**config.mk**
```make
export PLATFORM = sky130hd
export DESIGN_NAME = pf_next_line_gen_flat
export DESIGN_NICKNAME = d
export VERILOG_FILES = /design/src/rtl/pf_next_line_gen_pkg.sv /design/src/rtl/pf_next_line_gen_if.sv /design/src/rtl/pf_next_line_gen.sv /design/src/flat_wrapper.sv
export SDC_FILE = /design/constraint.sdc
export NUM_CORES = 1
export LEC_CHECK = 0
export BUFFER_PORTS_ARGS = -buffer_cell sky130_fd_sc_hd__buf_2
export CAP_MARGIN = 20
export CORE_ASPECT_RATIO = 1.75
export CORE_MARGIN = 10
export CORE_UTILIZATION = 55
export CTS_BUF_LIST = sky130_fd_sc_hd__clkbuf_16
export CTS_CLUSTER_DIAMETER = 150
export DETAILED_ROUTE_END_ITERATION = 10
export PLACE_DENSITY = 0.79
export SLEW_MARGIN = 25
export SYNTH_ARGS = -nofsm -noshare
export SYNTH_HDL_FRONTEND = slang
export SYNTH_SLANG_ARGS = --single-unit
```
**constraint.sdc**
```tcl
create_clock -name clk -period 4.5 [get_ports clk]
set_input_delay 0.675 -clock clk [delete_from_list [all_inputs] [get_ports clk]]
set_output_delay 0.675 -clock clk [all_outputs]
set_load 0.01 [all_outputs]
```
**src/rtl/pf_next_line_gen_pkg.sv**
```systemverilog
// rtl/pf_next_line_gen_pkg.sv - shared icache prefetch types and address-geometry constants
package pf_next_line_gen_pkg;

  // Prefetch generator FSM states
  typedef enum logic {
    IDLE  = 1'b0,
    ISSUE = 1'b1
  } pf_state_e;

  // Default 128-bit line and 4 KiB prefetch page
  localparam int unsigned PF_LINE_BYTES = 16;
  localparam int unsigned PF_PAGE_BYTES = 4096;

  // Byte-offset widths inside a line and inside a page
  localparam int unsigned PF_LINE_OFF_W = $clog2(PF_LINE_BYTES);
  localparam int unsigned PF_PAGE_OFF_W = $clog2(PF_PAGE_BYTES);

endpackage

```
**src/rtl/pf_next_line_gen_if.sv**
```systemverilog
// rtl/pf_next_line_gen_if.sv - miss input and prefetch request/grant channel bundle
interface pf_next_line_gen_if #(
  parameter int unsigned ADDR_WIDTH = 32,
  parameter int unsigned ID_WIDTH   = 16
);

  logic                  miss_valid_i;
  logic [ADDR_WIDTH-1:0] miss_addr_i;
  logic                  pf_req_o;
  logic [ADDR_WIDTH-1:0] pf_add_o;
  logic [ID_WIDTH-1:0]   pf_ID_o;
  logic                  pf_gnt_i;

  // Generator side: consumes misses, issues prefetch requests
  modport master (
    input  miss_valid_i,
    input  miss_addr_i,
    input  pf_gnt_i,
    output pf_req_o,
    output pf_add_o,
    output pf_ID_o
  );

  // Cache/mux side: reports misses, grants prefetch requests
  modport slave (
    output miss_valid_i,
    output miss_addr_i,
    output pf_gnt_i,
    input  pf_req_o,
    input  pf_add_o,
    input  pf_ID_o
  );

endinterface

```
**src/rtl/pf_next_line_gen.sv**
```systemverilog
// rtl/pf_next_line_gen.sv - next-line instruction prefetch generator bounded by page and window filter
module pf_next_line_gen
  import pf_next_line_gen_pkg::*;
#(
  parameter int unsigned        ADDR_WIDTH = 32,
  parameter int unsigned        ID_WIDTH   = 16,
  parameter int unsigned        LINE_BYTES = PF_LINE_BYTES,
  parameter int unsigned        PAGE_BYTES = PF_PAGE_BYTES,
  parameter int unsigned        PF_DEPTH   = 2,
  parameter logic [ID_WIDTH-1:0] PF_ID     = {ID_WIDTH{1'b1}}
) (
  input  logic                 clk,
  input  logic                 rst,
  input  logic                 enable_i,
  pf_next_line_gen_if.master   bus,
  output logic                 busy_o,
  output logic [15:0]          pf_cnt_o
);

  localparam int unsigned LOFF_W = $clog2(LINE_BYTES);
  localparam int unsigned POFF_W = $clog2(PAGE_BYTES);
  localparam logic [ADDR_WIDTH-1:0] LINE_STEP = ADDR_WIDTH'(LINE_BYTES);
  localparam logic [ADDR_WIDTH-1:0] LINE_MASK = ~(LINE_STEP - 1'b1);

  pf_state_e             state_q, state_d;
  logic [ADDR_WIDTH-1:0] next_q, next_d;
  logic [3:0]            rem_q, rem_d;
  logic                  pend_valid_q, pend_valid_d;
  logic [ADDR_WIDTH-1:0] pend_addr_q, pend_addr_d;
  logic [15:0]           cnt_q, cnt_d;

  logic [ADDR_WIDTH-1:0] miss_line, trig_line, trig_first, next_inc;
  logic [ADDR_WIDTH-1:0] win_off, win_span;
  logic                  trig_valid, grant, last_grant, in_window;

  function automatic logic same_page(input logic [ADDR_WIDTH-1:0] a, input logic [ADDR_WIDTH-1:0] b);
    return a[ADDR_WIDTH-1:POFF_W] == b[ADDR_WIDTH-1:POFF_W];
  endfunction

  // Trigger selection, grant bookkeeping and window membership of an incoming miss
  always_comb begin
    miss_line  = bus.miss_addr_i & LINE_MASK;
    trig_valid = bus.miss_valid_i | pend_valid_q;
    trig_line  = bus.miss_valid_i ? miss_line : pend_addr_q;
    trig_first = trig_line + LINE_STEP;
    next_inc   = next_q + LINE_STEP;
    grant      = (state_q == ISSUE) & bus.pf_gnt_i;
    last_grant = grant & ((rem_q == 4'd1) | ~same_page(next_q, next_inc) | ~enable_i);
    win_off    = miss_line - next_q;
    win_span   = ADDR_WIDTH'(rem_q) << LOFF_W;
    in_window  = win_off < win_span;
  end

  // Next-state logic: a newer miss takes priority over the pending entry when idle
  always_comb begin
    state_d      = state_q;
    next_d       = next_q;
    rem_d        = rem_q;
    pend_valid_d = pend_valid_q;
    pend_addr_d  = pend_addr_q;
    cnt_d        = cnt_q;
    if (grant && cnt_q != 16'hFFFF) begin
      cnt_d = cnt_q + 16'd1;
    end
    case (state_q)
      IDLE: begin
        pend_valid_d = 1'b0;
        if (enable_i && trig_valid && same_page(trig_line, trig_first)) begin
          state_d = ISSUE;
          next_d  = trig_first;
          rem_d   = 4'(PF_DEPTH);
        end
      end
      ISSUE: begin
        if (grant) begin
          next_d = next_inc;
          rem_d  = rem_q - 4'd1;
          if (last_grant) begin
            state_d = IDLE;
          end
        end
        // The final grant closes the window, so a coincident miss is kept
        if (bus.miss_valid_i && (last_grant || !in_window)) begin
          pend_valid_d = 1'b1;
          pend_addr_d  = miss_line;
        end
      end
      default: state_d = IDLE;
    endcase
    if (!enable_i) begin
      pend_valid_d = 1'b0;
    end
  end

  // State registers; reset aborts any burst without leaving a request up
  always_ff @(posedge clk or posedge rst) begin
    if (rst) begin
      state_q      <= IDLE;
      next_q       <= '0;
      rem_q        <= '0;
      pend_valid_q <= 1'b0;
      pend_addr_q  <= '0;
      cnt_q        <= '0;
    end else begin
      state_q      <= state_d;
      next_q       <= next_d;
      rem_q        <= rem_d;
      pend_valid_q <= pend_valid_d;
      pend_addr_q  <= pend_addr_d;
      cnt_q        <= cnt_d;
    end
  end

  assign bus.pf_req_o = (state_q == ISSUE);
  assign bus.pf_add_o = next_q;
  assign bus.pf_ID_o  = PF_ID;
  assign busy_o       = (state_q != IDLE) | pend_valid_q;
  assign pf_cnt_o     = cnt_q;

endmodule

```
**src/flat_wrapper.sv**
```systemverilog
// flat-port wrapper written by rule: the top's interface ports become plain ports
module pf_next_line_gen_flat import pf_next_line_gen_pkg::*;
#(
  parameter int unsigned        ADDR_WIDTH = 32,
  parameter int unsigned        ID_WIDTH   = 16,
  parameter int unsigned        LINE_BYTES = PF_LINE_BYTES,
  parameter int unsigned        PAGE_BYTES = PF_PAGE_BYTES,
  parameter int unsigned        PF_DEPTH   = 2,
  parameter logic [ID_WIDTH-1:0] PF_ID     = {ID_WIDTH{1'b1}}
)
  (clk, rst, enable_i, busy_o, pf_cnt_o, bus_miss_valid_i, bus_miss_addr_i, bus_pf_gnt_i, bus_pf_req_o, bus_pf_add_o, bus_pf_ID_o);
  pf_next_line_gen_if #(.ADDR_WIDTH(ADDR_WIDTH), .ID_WIDTH(ID_WIDTH)) bus_i ();
  input  logic clk;
  input  logic rst;
  input  logic enable_i;
  output logic busy_o;
  output logic [15:0] pf_cnt_o;
  input wire logic [$bits(bus_i.miss_valid_i)-1:0] bus_miss_valid_i;
  input wire logic [$bits(bus_i.miss_addr_i)-1:0] bus_miss_addr_i;
  input wire logic [$bits(bus_i.pf_gnt_i)-1:0] bus_pf_gnt_i;
  output wire logic [$bits(bus_i.pf_req_o)-1:0] bus_pf_req_o;
  output wire logic [$bits(bus_i.pf_add_o)-1:0] bus_pf_add_o;
  output wire logic [$bits(bus_i.pf_ID_o)-1:0] bus_pf_ID_o;
  assign bus_i.miss_valid_i = bus_miss_valid_i;
  assign bus_i.miss_addr_i = bus_miss_addr_i;
  assign bus_i.pf_gnt_i = bus_pf_gnt_i;
  assign bus_pf_req_o = bus_i.pf_req_o;
  assign bus_pf_add_o = bus_i.pf_add_o;
  assign bus_pf_ID_o = bus_i.pf_ID_o;
  pf_next_line_gen #(.ADDR_WIDTH(ADDR_WIDTH), .ID_WIDTH(ID_WIDTH), .LINE_BYTES(LINE_BYTES), .PAGE_BYTES(PAGE_BYTES), .PF_DEPTH(PF_DEPTH), .PF_ID(PF_ID)) u_core (.clk(clk), .rst(rst), .enable_i(enable_i), .bus(bus_i), .busy_o(busy_o), .pf_cnt_o(pf_cnt_o));
endmodule
```
==> results.sh <==
export IMPL_status="finished clean"
export IMPL_dieArea_mm2=0.01760
export IMPL_antenna_found_initial=0
export IMPL_cts_tree="done"
export IMPL_path_buf_inv=2
export IMPL_cts_buffer_depth=2
export IMPL_synth_warnings=0
export IMPL_die_height_um=168.1
export IMPL_cts_sinks=78
export IMPL_clock_skew_ns=0.009766
export IMPL_r2r_slack_ns=0.64
export IMPL_finalMaxSlewViolations=0
export IMPL_rsz0062_at_grt="no"
export IMPL_finalCritPeriodShare=0.8567
export IMPL_viasPerCell=6.093
export IMPL_start_kind="flop"
export IMPL_numPortBuffers=78
export IMPL_cts_setup_buffers=0
export IMPL_syn_inst=814
export IMPL_postRouteAntennaNets=0
export IMPL_core_area_mm2=0.01236
export IMPL_reg2reg_to="u_core.pend_addr_q[17]"
export IMPL_internal_power_mw=2.670
export IMPL_wl_um=19890
export IMPL_synthDistinctLibCells=78
export IMPL_avgSynthCellArea_um2=8.474
export IMPL_switchingPower_mw=2.563
export IMPL_drt_iter0_drc=570
export IMPL_powerDensity_mw_per_mm2=683.5
export IMPL_crit_type="flop to flop"
export IMPL_overflow=0
export IMPL_r2r_cells=13
export IMPL_p_leak_nw=3.413
export IMPL_reg2reg_from="u_core.bus.pf_add_o[8]"
export IMPL_worstPathRequired_ns=4.73
export IMPL_grt_max_degree=53
export IMPL_ys_flop_type="dfrtp_1"
export IMPL_min_path_type="primary input to async pin"
export IMPL_worstPathMaxFanout=16
export IMPL_pwr_share_seq=0.260
export IMPL_fin_nets=955
export IMPL_relSlewSlack=0.4788
export IMPL_fmax_ghz=0.2594
export IMPL_p_sw_frac=0.4898
export IMPL_cts_buffers=9
export IMPL_cts_resized_gates=0
export IMPL_drive_above_1_share=0.1905
export IMPL_routedWlPerCell_um=18.85
export IMPL_clockPowerShare=0.138
export IMPL_fin_tns_setup_ns=0
export IMPL_first_pass_iters=6
export IMPL_syn_area_mm2=0.006898
export IMPL_area_growth_pct=10.97
export IMPL_start_util=0.5579
export IMPL_period_needed_ns=3.855
export IMPL_die_x_um=104.7
export IMPL_n_fill_cell=1102
export IMPL_rows=54
export IMPL_dp_hpwl_um=15700
export IMPL_ys_seq_area_frac=0.2830
export IMPL_ioPinCount=103
export IMPL_cp_arrival_ns=4.08
export IMPL_hold_buffers=0
export IMPL_crit_path_end_kind="flop"
export IMPL_n_antenna_cell=0
export IMPL_critPathTopFamily="simple AND/OR/NAND/NOR gates"
export IMPL_cp_slowest_cell="dfrtp_1"
export IMPL_grt_pass1_wl_um=32270
export IMPL_drv_cap=0
export IMPL_final_common_cell="nand2_1"
export IMPL_drc=0
export IMPL_ir_drop_uv=485.9
export IMPL_fin_area_mm2=0.007655
export IMPL_clockRootBuffer="clkbuf_16"
export IMPL_setup_viol=0
export IMPL_place_congestion=0.9656
export IMPL_hold_viol=0
export IMPL_clk_latency_ns=0.34
export IMPL_synth_edff_count=0
export IMPL_async_flop_share=1.000
export IMPL_htree_levels=3
export IMPL_synth_seq_cells=78
export IMPL_post_dp_cell_area_mm2=0.007363
export IMPL_grt_pass1_vias=6434
export IMPL_max_stage_delay_ns=0.46
export IMPL_worst_slew_pin_transition_ns=0.7818
export IMPL_crit_cells=13
export IMPL_track_usage=0.2220
export IMPL_worstPathCellList="inv_1 -> ha_1 -> nand2_1 -> a211oi_1 -> nor2_1 -> o31ai_1 -> xor2_1 -> nor4_1 -> nand4_2 -> nor4_4 -> a41oi_4 -> buf_4 -> mux2_4"
export IMPL_clk_pin_slew_ns=0.07
export IMPL_p_comb_frac=0.602
export IMPL_mostFrequentLayoutCells="81 x nand2_1, 78 x buf_2, 77 x dfrtp_1"
export IMPL_via_count=6428
-- how the worst max path moves through the flow --
stage,to,start,slack (ns)
after floorplan,u_core.bus.pf_add_o[28],bus_miss_valid_i,0.23
after global placement,u_core.pend_addr_q[24],bus_miss_addr_i[4],0.47
after detailed placement,u_core.pend_addr_q[24],bus_miss_addr_i[6],0.45
after CTS,u_core.pend_addr_q[17],u_core.bus.pf_add_o[13],0.68
after global routing,u_core.pend_addr_q[17],u_core.bus.pf_add_o[13],0.40
final,u_core.pend_addr_q[17],u_core.bus.pf_add_o[8],0.64
-- power groups by stage --
stage          Clock [mW]  Combinational [mW]  Sequential [mW]
2_1_floorplan           0                2.29             1.33
3_3_place_gp            0                3.07             1.36
3_5_place_dp            0                3.10             1.36
4_1_cts             0.739                3.13             1.35
5_1_grt             0.757                3.47             1.41
6_report            0.724                3.15             1.36
-- per-stage QoR --
stage	worst slack (ns)	cells	power (mW)	hold WS, ns	utilization
finish	0.6448	1055	5.232	0.4285	0.6191
detailed placement	0.4517	1039	4.460	0.4806	0.5955
global route	0.4043	1055	5.641	0.4905	0.6191
floorplan	0.2314	832	3.622	0.4727	-
global placement	0.4658	1039	4.421	0.4773	0.5955
CTS	0.6829	1055	5.216	0.4643	0.6191
-- registers in the layout, summed over array words and instances, names as in the netlist --
name,flops
u_core.pend_addr_q,28
u_core.bus.pf_add_o,28
u_core.pf_cnt_o,16
u_core.pend_valid_q,1
u_core.rem_q,4
u_core.bus.pf_req_o,1
-- worst reg2reg max path, stage by stage, from the launching register on --
cell and delay, ns:
dfrtp_1 0.46, inv_1 0.11, ha_1 0.46, nand2_1 0.15, a211oi_1 0.44, nor2_1 0.15, o31ai_1 0.36, xor2_1 0.13
nor4_1 0.31, nand4_2 0.20, nor4_4 0.24, a41oi_4 0.15, buf_4 0.26, mux2_4 0.33
-- cell type report --
class	count	area (µm²)	share of cell area
well taps	168	210.2	0.02746
clock buffers	9	225.2	0.02942
multi-input cells	656	4531	0.5919
inverters	44	166.4	0.02174
repair buffers	93	503.0	0.06571
clock inverters	7	66.31	0.008663
flip-flops and latches	78	1953	0.2551
-- cells in the mapped netlist, drive strengths merged (3+ instances only) --
master / n / area share
nor2b: 6 / 0.0054
dfrtp: 78 / 0.28
or3: 6 / 0.0054
and2: 9 / 0.0082
a21boi: 3 / 0.0038
o21ai: 43 / 0.032
buf: 37 / 0.037
a41oi: 3 / 0.0065
nand4: 22 / 0.022
a21o: 11 / 0.012
o21a: 3 / 0.0033
and3: 11 / 0.010
o22a: 3 / 0.0038
a22o: 3 / 0.0038
a31oi: 13 / 0.012
nor4: 5 / 0.0067
inv: 44 / 0.024
and4: 5 / 0.0067
o31ai: 8 / 0.0087
nor3: 18 / 0.013
nand2: 81 / 0.044
ha: 36 / 0.065
nor2: 41 / 0.022
a22oi: 4 / 0.0051
clkbuf: 17 / 0.0093
a21oi: 79 / 0.061
xor2: 25 / 0.032
xnor2: 31 / 0.039
a211oi: 9 / 0.0098
nand3b: 5 / 0.0054
nor3b: 5 / 0.0062
o211ai: 5 / 0.0054
mux2i: 21 / 0.030
mux2: 35 / 0.068
nand3: 36 / 0.026
o21bai: 5 / 0.0054
or2: 6 / 0.0054
o22ai: 12 / 0.011
-- logic make-up (layout without fill, tap and decap cells) --
logic type / after synthesis / after routing / synth area share
flops: 78 / 78 / 0.2830
buf+inv: 98 / 153 / 0.07002
simple gates: 264 / 264 / 0.1961
other cells: 2 / 20 / 0.001089
fa+ha+maj: 36 / 36 / 0.06530
compound gates: 224 / 224 / 0.2150
xor+xnor: 56 / 56 / 0.07110
mux: 56 / 56 / 0.09849
-- per-layer routing --
| metal | share of wire | track usage | vias up |
|---|---|---|---|
| met2 | 0.51 | 0.3967 | 230 |
| met5 | 0 | 0 | - |
| met4 | 0.040 | 0.09892 | 0 |
| li1 | - | - | 3067 |
| met3 | 0.063 | 0.04281 | 54 |
| met1 | 0.39 | 0.2484 | 3077 |
Note: power is estimated with default switching activity, not from simulation.
